### src/rtl/digit_window_scroller.sv
// digit_window_scroller: turns up/down buttons (with hold-to-repeat) and an
// auto-sweep mode into clamped single-cycle shift pulses for the digit drawer,
// while tracking the drawer's window position locally.
module digit_window_scroller #(
   parameter int NUM_POSITIONS = 12,
   parameter int DEFAULT_POS   = 9,
   parameter int HOLD_CYCLES   = 4,
   parameter int REPEAT_CYCLES = 2,
   parameter int DWELL_CYCLES  = 3,
   parameter int PW            = $clog2(NUM_POSITIONS)
) (
   input  logic          clk,
   input  logic          rst,
   input  logic          ena,
   input  logic          btn_up,
   input  logic          btn_down,
   input  logic          auto_en,
   output logic          shift_up,
   output logic          shift_down,
   output logic [PW-1:0] pos,
   output logic          at_top,
   output logic          at_bottom
);

   localparam int CMAX = (HOLD_CYCLES > REPEAT_CYCLES)
                         ? ((HOLD_CYCLES > DWELL_CYCLES) ? HOLD_CYCLES : DWELL_CYCLES)
                         : ((REPEAT_CYCLES > DWELL_CYCLES) ? REPEAT_CYCLES : DWELL_CYCLES);
   localparam int CW = $clog2(CMAX) + 1;

   localparam logic [PW-1:0] TOP_POS    = PW'(NUM_POSITIONS - 1);
   localparam logic [CW-1:0] HOLD_LAST  = CW'(HOLD_CYCLES - 1);
   localparam logic [CW-1:0] REP_LAST   = CW'(REPEAT_CYCLES - 1);
   localparam logic [CW-1:0] DWELL_LAST = CW'(DWELL_CYCLES - 1);

   typedef enum logic [2:0] {
      IDLE, HOLD_UP, REP_UP, HOLD_DOWN, REP_DOWN, AUTO
   } state_t;

   state_t        state, state_nxt, rel_state;
   logic [CW-1:0] cnt, cnt_nxt;
   logic          dir_up, dir_up_nxt;
   logic          req_up, req_dn, req_up_q, req_dn_q;
   logic          edge_up, edge_dn;
   logic          step_up, step_dn, up_nxt, dn_nxt;
   logic [PW-1:0] pos_nxt;

   assign at_top    = (pos == TOP_POS);
   assign at_bottom = (pos == '0);

   // where a released press goes: back to sweeping if auto mode is on
   assign rel_state = auto_en ? AUTO : IDLE;

   // resolve the buttons into exclusive requests and find their rising edges
   always_comb begin
      req_up  = btn_up & ~btn_down;
      req_dn  = btn_down & ~btn_up;
      edge_up = req_up & ~req_up_q;
      edge_dn = req_dn & ~req_dn_q;
   end

   // next-state logic: a new press always wins, then per-state timing slots
   always_comb begin
      state_nxt  = state;
      cnt_nxt    = cnt;
      dir_up_nxt = dir_up;
      step_up    = 1'b0;
      step_dn    = 1'b0;
      if (edge_up) begin
         state_nxt = HOLD_UP;
         cnt_nxt   = '0;
         step_up   = 1'b1;
      end else if (edge_dn) begin
         state_nxt = HOLD_DOWN;
         cnt_nxt   = '0;
         step_dn   = 1'b1;
      end else begin
         case (state)
            IDLE: begin
               if (auto_en && !req_up && !req_dn) begin
                  state_nxt = AUTO;
                  cnt_nxt   = '0;
               end
            end
            HOLD_UP, REP_UP: begin
               if (!req_up) begin
                  state_nxt = rel_state;
                  cnt_nxt   = '0;
               end else if (cnt == ((state == HOLD_UP) ? HOLD_LAST : REP_LAST)) begin
                  state_nxt = REP_UP;
                  cnt_nxt   = '0;
                  step_up   = 1'b1;
               end else begin
                  cnt_nxt = cnt + CW'(1);
               end
            end
            HOLD_DOWN, REP_DOWN: begin
               if (!req_dn) begin
                  state_nxt = rel_state;
                  cnt_nxt   = '0;
               end else if (cnt == ((state == HOLD_DOWN) ? HOLD_LAST : REP_LAST)) begin
                  state_nxt = REP_DOWN;
                  cnt_nxt   = '0;
                  step_dn   = 1'b1;
               end else begin
                  cnt_nxt = cnt + CW'(1);
               end
            end
            AUTO: begin
               if (!auto_en) begin
                  state_nxt = IDLE;
                  cnt_nxt   = '0;
               end else if (cnt == DWELL_LAST) begin
                  cnt_nxt = '0;
                  // at a limit the slot is spent turning around, not stepping
                  if (dir_up) begin
                     if (at_top) dir_up_nxt = 1'b0;
                     else        step_up    = 1'b1;
                  end else begin
                     if (at_bottom) dir_up_nxt = 1'b1;
                     else           step_dn    = 1'b1;
                  end
               end else begin
                  cnt_nxt = cnt + CW'(1);
               end
            end
            default: begin
               state_nxt = IDLE;
               cnt_nxt   = '0;
            end
         endcase
      end
   end

   // clamp: a step at a limit is dropped, position moves with the pulse
   always_comb begin
      up_nxt  = step_up & ~at_top;
      dn_nxt  = step_dn & ~at_bottom;
      pos_nxt = pos;
      if (up_nxt)      pos_nxt = pos + PW'(1);
      else if (dn_nxt) pos_nxt = pos - PW'(1);
   end

   // state register; ena freezes everything except forcing pulses low.
   // Edge history resets to "pressed" so a button held through reset must be
   // released and pressed again before it scrolls.
   always_ff @(posedge clk or negedge rst) begin
      if (!rst) begin
         state      <= IDLE;
         cnt        <= '0;
         dir_up     <= 1'b1;
         pos        <= PW'(DEFAULT_POS);
         shift_up   <= 1'b0;
         shift_down <= 1'b0;
         req_up_q   <= 1'b1;
         req_dn_q   <= 1'b1;
      end else if (ena) begin
         state      <= state_nxt;
         cnt        <= cnt_nxt;
         dir_up     <= dir_up_nxt;
         pos        <= pos_nxt;
         shift_up   <= up_nxt;
         shift_down <= dn_nxt;
         req_up_q   <= req_up;
         req_dn_q   <= req_dn;
      end else begin
         shift_up   <= 1'b0;
         shift_down <= 1'b0;
      end
   end

endmodule

### config.mk
export PLATFORM = sky130hd
export DESIGN_NAME = digit_window_scroller
export DESIGN_NICKNAME = d
export VERILOG_FILES = /design/src/rtl/digit_window_scroller.sv
export SDC_FILE = /design/constraint.sdc
export NUM_CORES = 1
export LEC_CHECK = 0
export CAP_MARGIN = 20
export CORE_MARGIN = 2
export CORE_UTILIZATION = 45
export CTS_BUF_LIST = sky130_fd_sc_hd__clkbuf_4
export DETAILED_ROUTE_END_ITERATION = 10
export DONT_BUFFER_PORTS = 1
export PLACE_DENSITY = 0.6
export SYNTH_ARGS = -nofsm -noshare
export SYNTH_HDL_FRONTEND = slang
export SYNTH_SLANG_ARGS = --single-unit
### constraint.sdc
create_clock -name clk -period 3.4 [get_ports clk]
set_input_delay 0.51 -clock clk [delete_from_list [all_inputs] [get_ports clk]]
set_output_delay 0.51 -clock clk [all_outputs]
set_load 0.01 [all_outputs]
Word-level counts from Yosys, hierarchy flattened
Index checks and enable logic that the tools add are counted.

Bits in registers: 15. Latch bits: 0. Memory bits (writable): 0. Bits in read-only memories: 0. Output and inout bits: 8. Logic and storage cells: 97. Memories kept: 0.

$add $sub $neg: 3. Multipliers: 0. Div/mod/pow operators: 0. $lt $le $gt $ge: 0. Eq/ne operators: 13. Shift operators: 0. Mux-type cells: 46. Bitwise logic cells: 14. Reduce and logical (&&, ||, !) cells: 13.

Operators with widths (count): $mux 3 (18); $pmux 3 s4 (2); $mux 1 (20); $ne 5x5->1 const B (2); $eq 3x2->1 const B (3); $mux 4 (2); $ne 4x4->1 const B (2); $not 1->1 (8); $and 1x1->1 (6); $eq 3x2->1 (2); $eq 3x3->1 const B (2); $reduce_and 6->1 (1); $reduce_and 5->1 (1); $add 4x1->4 const B (1); $eq 4x4->1 const B (1); $logic_not 4->1 (1); $mux 2 (2); $pmux 1 s2 (2); $reduce_and 2->1 (2); $reduce_or 2->1 (2); $sub 4x1->4 const B (1); $add 3x1->3 const B (1); $eq 3x1->1 const B (1); $logic_not 3->1 (1); 3 further kinds (5).

Longest topological paths before layout
Gate-level depths: netlist of the first run.

Word-level depth: 11. Gate-level depth with buffers: 11. Depth with buffers taken out: 11.

Worst setup path before layout of the first run
OpenSTA, ideal clock, no wires.

Path type: register to register. From: register cnt[1]. To: register pos[3]. Setup time: 75 ps. Arrival time: 2627 ps. Required time: 3325 ps. Setup slack: 699 ps. Cell stages (with the launch flop): 11. Buffers on the path: 1. Cells stage by stage: dfrtp_1 buf_2 or3b_4 a2111oi_4 o22ai_1 or2_2 ha_1 a21o_1 a21oi_1 mux2i_1 xor2_1.

Cells in the longest elaborated chain, start to end: 9.

Ends and longest elaborated chain: from (decl) (line 40) `logic [CW-1:0] cnt, cnt_nxt;`; from (signal assigned) (line 158) `cnt <= cnt_nxt;`; $eq 3x2->1, on equally long branches (line 112, 100, 88); $mux 1, on equally long branches (line 112, 100, 88); $mux 1, on equally long branches (line 109, 85, 97); $pmux 1 s2 (line 77) `case (state)`; $mux 1 (line 72) `end else if (edge_dn) begin`; $mux 1 (line 68) `if (edge_up) begin`; $and 1x1->1, on equally long branches (line 136, 137); $reduce_bool 2->1 (no line); $reduce_and 2->1 (no line); to (signal assigned) (line 151) `pos <= PW'(DEFAULT_POS);`; to (signal assigned) (line 160) `pos <= pos_nxt;`; to (decl) (line 20) `output logic [PW-1:0] pos,`.

Several ways; a longest one is shown, not always the timed one. A chain may end at the register's enable or synchronous reset.

Worst setup path in the final report of the first run
From: register state[0]. To: register pos[3].

Cells in the longest elaborated chain, start to end: 11.

Ends and longest elaborated chain: from (decl) (line 39) `state_t state, state_nxt, rel_state;`; from (signal assigned) (line 157) `state <= state_nxt;`; $eq 3x1->1 / $eq 3x2->1 (equally long branches) (line 77, 88, 100); $mux 2, on equally long branches (line 88, 100); $eq 3x2->1, on equally long branches (line 88, 100); $mux 1, on equally long branches (line 88, 100); $mux 1, on equally long branches (line 85, 97); $pmux 1 s2 (line 77); $mux 1 (line 72); $mux 1 (line 68); $and 1x1->1, on equally long branches (line 136, 137); $reduce_bool 2->1 (no line); $reduce_and 2->1 (no line).

Several ways; a longest one is shown, not always the timed one.

==> flow_metrics.tcl, run 1 <==
set metrics [dict create \
    synth.distinct_cells 56 \
    worst_hold_path_type "input port to asynchronous set/reset pin" \
    setup-violations-final 0 \
    grt-ovfl-total 0 \
    grt_pass1_wl_um 5250 \
    ios 14 \
    fillers 254 \
    drtIter0Drc 24 \
    area_growth_pct 3.84 \
    path_clk_slew_ns 0.11 \
    row_count 19 \
    grt_pass1_vias 1048 \
    drt_wl_total_um 3000 \
    p_leak_nw 0.553 \
    synthCells 131 \
    drive_above_1_share_pct 23.5 \
    yosysWarnings 0 \
    antenna_cells 0 \
    antenna_found_initial 0 \
    peakVddDrop_v 0.000504 \
    status "completed" \
    fin_hold_ws_ns 0.0423 \
    worstPathArrival_ns 3.23 \
    ys_ff_latch 15 \
    cts-root-buf "clkbuf_4" \
    clkSinkCount 15 \
    multi_input_area_um2 850 \
    fin_crit_ns 3.01 \
    hold_viol_final 0 \
    cts_tree "yes" \
    fmax_mhz 332 \
    path_class "register to register" \
    cp-end-kind "register" \
    async_reset_ff_share_pct 100 \
    fin_crit_sh_pct 88.5 \
    hpwl_um 2230 \
    drc 0 \
    layout.nets 144 \
    clkLatencyLatePin_ns 0.29 \
    finClkSkew_ns 0.00801 \
    cp.buffers_inverters 0 \
    track_usage_pct 20.8 \
    wl_per_cell_um 18.4 \
    layout_commonest_cell "dfrtp_1" \
    slowest_stage "dfrtp_1" \
    syn_nets 142 \
    die-area_mm2 0.00334 \
    start_util_pct 47.2 \
    path_cells "or3b_4 -> a2111oi_4 -> o22ai_1 -> or2_2 -> ha_1 -> a21o_1 -> a21oi_1 -> mux2i_1 -> xor2_1" \
    cts_buffers 3 \
    power_density_mw_per_mm2 663 \
    worst_slew_pin_slew_ns 0.773 \
    synth-main-ff-cell "dfrtp_1" \
    grt_max_degree 17 \
    layout.cells.most_common_list "10 x dfrtp_1, 6 x inv_1, 6 x a21oi_1, 6 x nor2_1, 6 x nand2_1" \
    htreeDepth 1 \
    placed_cell_area_mm2 0.00132 \
    fin_tns_setup_ns 0 \
    die_height_um 57.8 \
    required_ns 3.62 \
    path_delay_family "simple AND/OR/NAND/NOR gates" \
    synth-edff-count 0 \
    max_cap_viol_count 0 \
    slew_viol_final 0 \
    ys_seq_area_share_pct 29.3 \
    rsz0062_at_grt "no" \
    clk_path_buf_depth 2 \
    critPathLaunchType "register" \
    seq_area_um2 382 \
    portBuffers 0 \
    vias 1075 \
    gp_congestion 0.904 \
    die_w_um 57.8 \
    post_cts_resize_count 0 \
    path_max_fanout 16 \
    drt_pass1_iterations 4 \
    fin_area_mm2 0.00135 \
    vias_per_cell 6.60 \
    detail-route-antenna-nets 0 \
    syn-cell-area_mm2 0.00130 \
    core_mm2 0.00276 \
    syn_avg_cell_area_um2 9.94 \
    relSlewSlack_pct 48.0 \
    cpPeakStageDelay_ns 0.59 \
]
==> final cells by class <==
type | count | area share [%]
Clock inverter | 1 | 0.370
Inverter | 6 | 1.67
Tap cell | 31 | 2.87
Multi-Input combinational cell | 103 | 62.8
Clock buffer | 3 | 1.67
Sequential cell | 15 | 28.2
Timing Repair Buffer | 4 | 2.41
==> path summary, 6_finish.rpt <==
check	startpoint	end	slack, ns	depth (start not counted)
setup / recovery	state[0]	pos[3]	0.39	9
max in group asynchronous	rst	pos[1]	2.40	1
hold reg to reg	req_up_q	req_up_q	0.52	2
min in group clk	ena	req_dn_q	0.37	1
hold / removal	rst	req_dn_q	0.04	0
setup reg to reg	state[0]	pos[3]	0.39	9
==> stage by stage <==
stage / power, mW / setup slack [ns] / util [%] / instances
final: 0.897 / 0.392 / 49.0 / 163
after global placement: 0.772 / 0.537 / 47.7 / 158
after CTS: 0.899 / 0.414 / 49.0 / 163
after global routing: 0.979 / 0.224 / 49.0 / 163
after detailed placement: 0.783 / 0.448 / 47.7 / 158
after floorplan: 0.708 / 0.699 / - / 131
==> metal layers <==
| metal | part of all wire, % | vias up | GRT usage (%) |
|---|---|---|---|
| met5 | 0 | - | 0 |
| met4 | 0.57 | 0 | 6.98 |
| met3 | 5.2 | 2 | 4.24 |
| met2 | 50 | 32 | 33.4 |
| met1 | 44 | 539 | 27.9 |
| li1 | - | 502 | - |
==> power by group <==
group	total [mW]	internal [mW]	switching (mW)	leakage [nW]
clock network	0.109	0.0437	0.0657	0.0177
registers	0.359	0.239	0.121	0.182
logic	0.428	0.207	0.222	0.353
==> synth_stat cells (2+ instances only) <==
cell / n / area share [%]
o211ai_1: 2 / 1.2
dfrtp_1: 10 / 19
dfstp_2: 5 / 10
nor2_1: 6 / 1.7
nand2_1: 6 / 1.7
nand2_2: 2 / 0.96
or3_1: 3 / 1.4
nor4_1: 2 / 0.96
o21ai_0: 5 / 1.9
nand2b_1: 5 / 2.4
or3b_1: 2 / 1.3
inv_1: 6 / 1.7
a21o_1: 2 / 1.2
mux2_2: 3 / 2.6
ha_1: 4 / 3.8
nor2b_1: 3 / 1.4
a2111oi_4: 2 / 4.2
o31ai_1: 5 / 2.9
o22ai_1: 3 / 1.4
nor3b_1: 4 / 2.3
mux2i_1: 3 / 2.3
a32o_1: 2 / 1.5
buf_2: 3 / 1.2
a21oi_1: 6 / 2.3
buf_4: 3 / 1.7
xor2_1: 4 / 2.7
==> sequential cells by signal (all words and copies together) (netlist names) <==
signal      flops
cnt             3
dir_up          1
pos             4
req_dn_q        1
req_up_q        1
shift_down      1
shift_up        1
state           3
==> worst register-to-register path: cells and delay by family (launching register included) <==
| family | cells | cell delay (ns) |
|---|---|---|
| fa+ha+maj | 1 | 0.28 |
| xor+xnor | 1 | 0.17 |
| compound gates | 4 | 0.80 |
| flops | 1 | 0.59 |
| simple gates | 2 | 0.82 |
| mux | 1 | 0.26 |
==> cell families after synthesis <==
| family | synth area share, % |
|---|---|
| compound gates | 26.6 |
| fa+ha+maj | 5.38 |
| simple gates | 23.8 |
| xor+xnor | 3.36 |
| mux | 6.05 |
| buf+inv | 5.47 |
| flops | 29.3 |
==> timing repair <==
item	CTS	global route
hold endpoints to repair	10	0
endpoints found under the setup margin	0	0
hold buffers	1	0
buffers inserted	0	0
Note: power is estimated with default switching activity, not from simulation.
==> run 2, diff against run 1 <==
CORE_ASPECT_RATIO = 1.25   (was default)
==> run 2 against run 1 <==
Effect of this change: worst hold slack got worse by 0.013 ns; wire length rose by 4.7%; sequential cell count did not move; setup slack got worse by 0.016 ns; first-iteration DRC count fell by 8.3%; critical endpoint unchanged; largest cell class unchanged.
==> flow_metrics.tcl, run 2 (synthesized netlist as in run 1, its figures left out) <==
set metrics [dict create \
    status "completed" \
    layout.nets 143 \
    cp-end-kind "register" \
    htreeDepth 1 \
    gp_congestion 0.908 \
    antenna_found_initial 0 \
    worst_hold_path_type "input port to asynchronous set/reset pin" \
    drc 0 \
    pwr-share-seq_pct 40.8 \
    area_growth_pct 3.55 \
    critPathLaunchType "register" \
    cts_buffers 3 \
    start_util_pct 48.1 \
    fin_crit_ns 3.02 \
    placed_cell_area_mm2 0.00131 \
    drt_pass1_iterations 4 \
    track_usage_pct 21.9 \
    max_cap_viol_count 0 \
    required_ns 3.63 \
    cts-root-buf "clkbuf_4" \
    die_height_um 64.2 \
    hold_viol_final 0 \
    power_switching_mw 0.412 \
    die_w_um 52.1 \
    fmax_mhz 331 \
    path_clk_slew_ns 0.10 \
    path_class "register to register" \
    clkSinkCount 15 \
    grt-ovfl-total 0 \
    wl_per_cell_um 19.1 \
    grt_max_degree 18 \
    cts_tree "yes" \
    reg2regPathDepth 9 \
    vias 1057 \
    regMostFlops "pos" \
    drtIter0Drc 22 \
    p_int_mw 0.483 \
    hpwl_um 2350 \
    fin_tns_setup_ns 0 \
    p_clk_share_pct 12.5 \
    clk_path_buf_depth 2 \
    grt_pass1_wl_um 5330 \
    setup-violations-final 0 \
    antenna_cells 0 \
    pwr-share-comb_pct 46.7 \
    row_count 21 \
    path_max_fanout 17 \
    swShare_pct 46.0 \
    power_density_mw_per_mm2 664 \
    worst_slew_pin_slew_ns 0.764 \
    core_mm2 0.00271 \
    largest_reg_flops 4 \
    relSlewSlack_pct 48.6 \
    fin_area_mm2 0.00135 \
    drive_above_1_share_pct 22.9 \
    post_cts_resize_count 0 \
    grt_pass1_vias 1055 \
    portBuffers 0 \
    slew_viol_final 0 \
    layout.cells.most_common_list "10 x dfrtp_1, 6 x inv_1, 6 x a21oi_1, 6 x nor2_1, 6 x nand2_1" \
    clkLatencyLatePin_ns 0.30 \
    peakVddDrop_v 0.000368 \
    die-area_mm2 0.00334 \
    ios 14 \
    drt_wl_total_um 3140 \
    finClkSkew_ns 0.00903 \
    layout_commonest_cell "dfrtp_1" \
    reg.largest.list "pos x4, cnt x3, state x3" \
    detail-route-antenna-nets 0 \
    worstPathArrival_ns 3.26 \
    rsz0062_at_grt "no" \
    vias_per_cell 6.41 \
    fin_crit_sh_pct 88.9 \
    p_leak_nw 0.547 \
]
-- run 2: cell count changes in the layout (fill, tap and decap cells not counted) --
| cell | previous run | this run |
|---|---|---|
| buf_4 | 3 | 2 |
-- run 2: final timing paths --
path,from,endpoint,slack [ns]
hold / removal,rst,req_up_q,0.03
hold reg to reg,req_up_q,req_up_q,0.52
setup reg to reg,state[1],pos[3],0.38
min in group clk,ena,req_dn_q,0.36
setup / recovery,state[1],pos[3],0.38
max in group asynchronous,rst,cnt[2],2.43
-- run 2: per-stage QoR --
step / utilization (%) / hold slack, ns / setup slack, ns / power (mW) / std cells
after CTS: 49.8 / 0.0301 / 0.386 / 0.897 / 165
after detailed placement: 48.5 / 0.215 / 0.407 / 0.784 / 160
final: 49.8 / 0.0297 / 0.376 / 0.896 / 165
after floorplan: - / 0.214 / 0.699 / 0.708 / 131
after global routing: 49.8 / 0.0121 / 0.221 / 0.975 / 165
after global placement: 48.5 / 0.215 / 0.524 / 0.769 / 160
-- run 2: cell type report --
| class | count | area, um^2 |
|---|---|---|
| Clock buffer | 3 | 22.5 |
| Tap cell | 34 | 42.5 |
| Inverter | 6 | 22.5 |
| Sequential cell | 15 | 382 |
| Clock inverter | 1 | 5.00 |
| Timing Repair Buffer | 3 | 25.0 |
| Fill cell | 258 | 1360 |
| Multi-Input combinational cell | 103 | 850 |
-- run 2: power by group through the flow --
stage / logic, mW / registers (mW) / clock network, mW
after floorplan: 0.405 / 0.303 / 0
after global placement: 0.406 / 0.363 / 0
after detailed placement: 0.415 / 0.369 / 0
after CTS: 0.418 / 0.366 / 0.113
after global routing: 0.468 / 0.381 / 0.127
final: 0.419 / 0.365 / 0.112
-- run 2: critical path: stages (launching register included) --
cell       delay [ns]
dfrtp_1          0.66
or3b_4           0.45
a2111oi_4        0.34
o22ai_1          0.14
or2_2            0.34
ha_1             0.28
a21o_1           0.18
a21oi_1          0.18
mux2i_1          0.23
xor2_1           0.16
-- run 2: what timing repair did --
item / CTS / global route
buffers inserted: 0 / 0
endpoints found under the hold margin: 10 / 0
hold buffers: 1 / 0
setup endpoints to repair: 0 / 0
-- run 2: metal layers --
| metal | up-vias | part of all wire, % | track usage (%) |
|---|---|---|---|
| li1 | 502 | - | - |
| met5 | - | 0 | 0 |
| met3 | 7 | 4.4 | 3.97 |
| met1 | 522 | 42 | 26.8 |
| met4 | 0 | 2.0 | 7.89 |
| met2 | 26 | 52 | 37.3 |
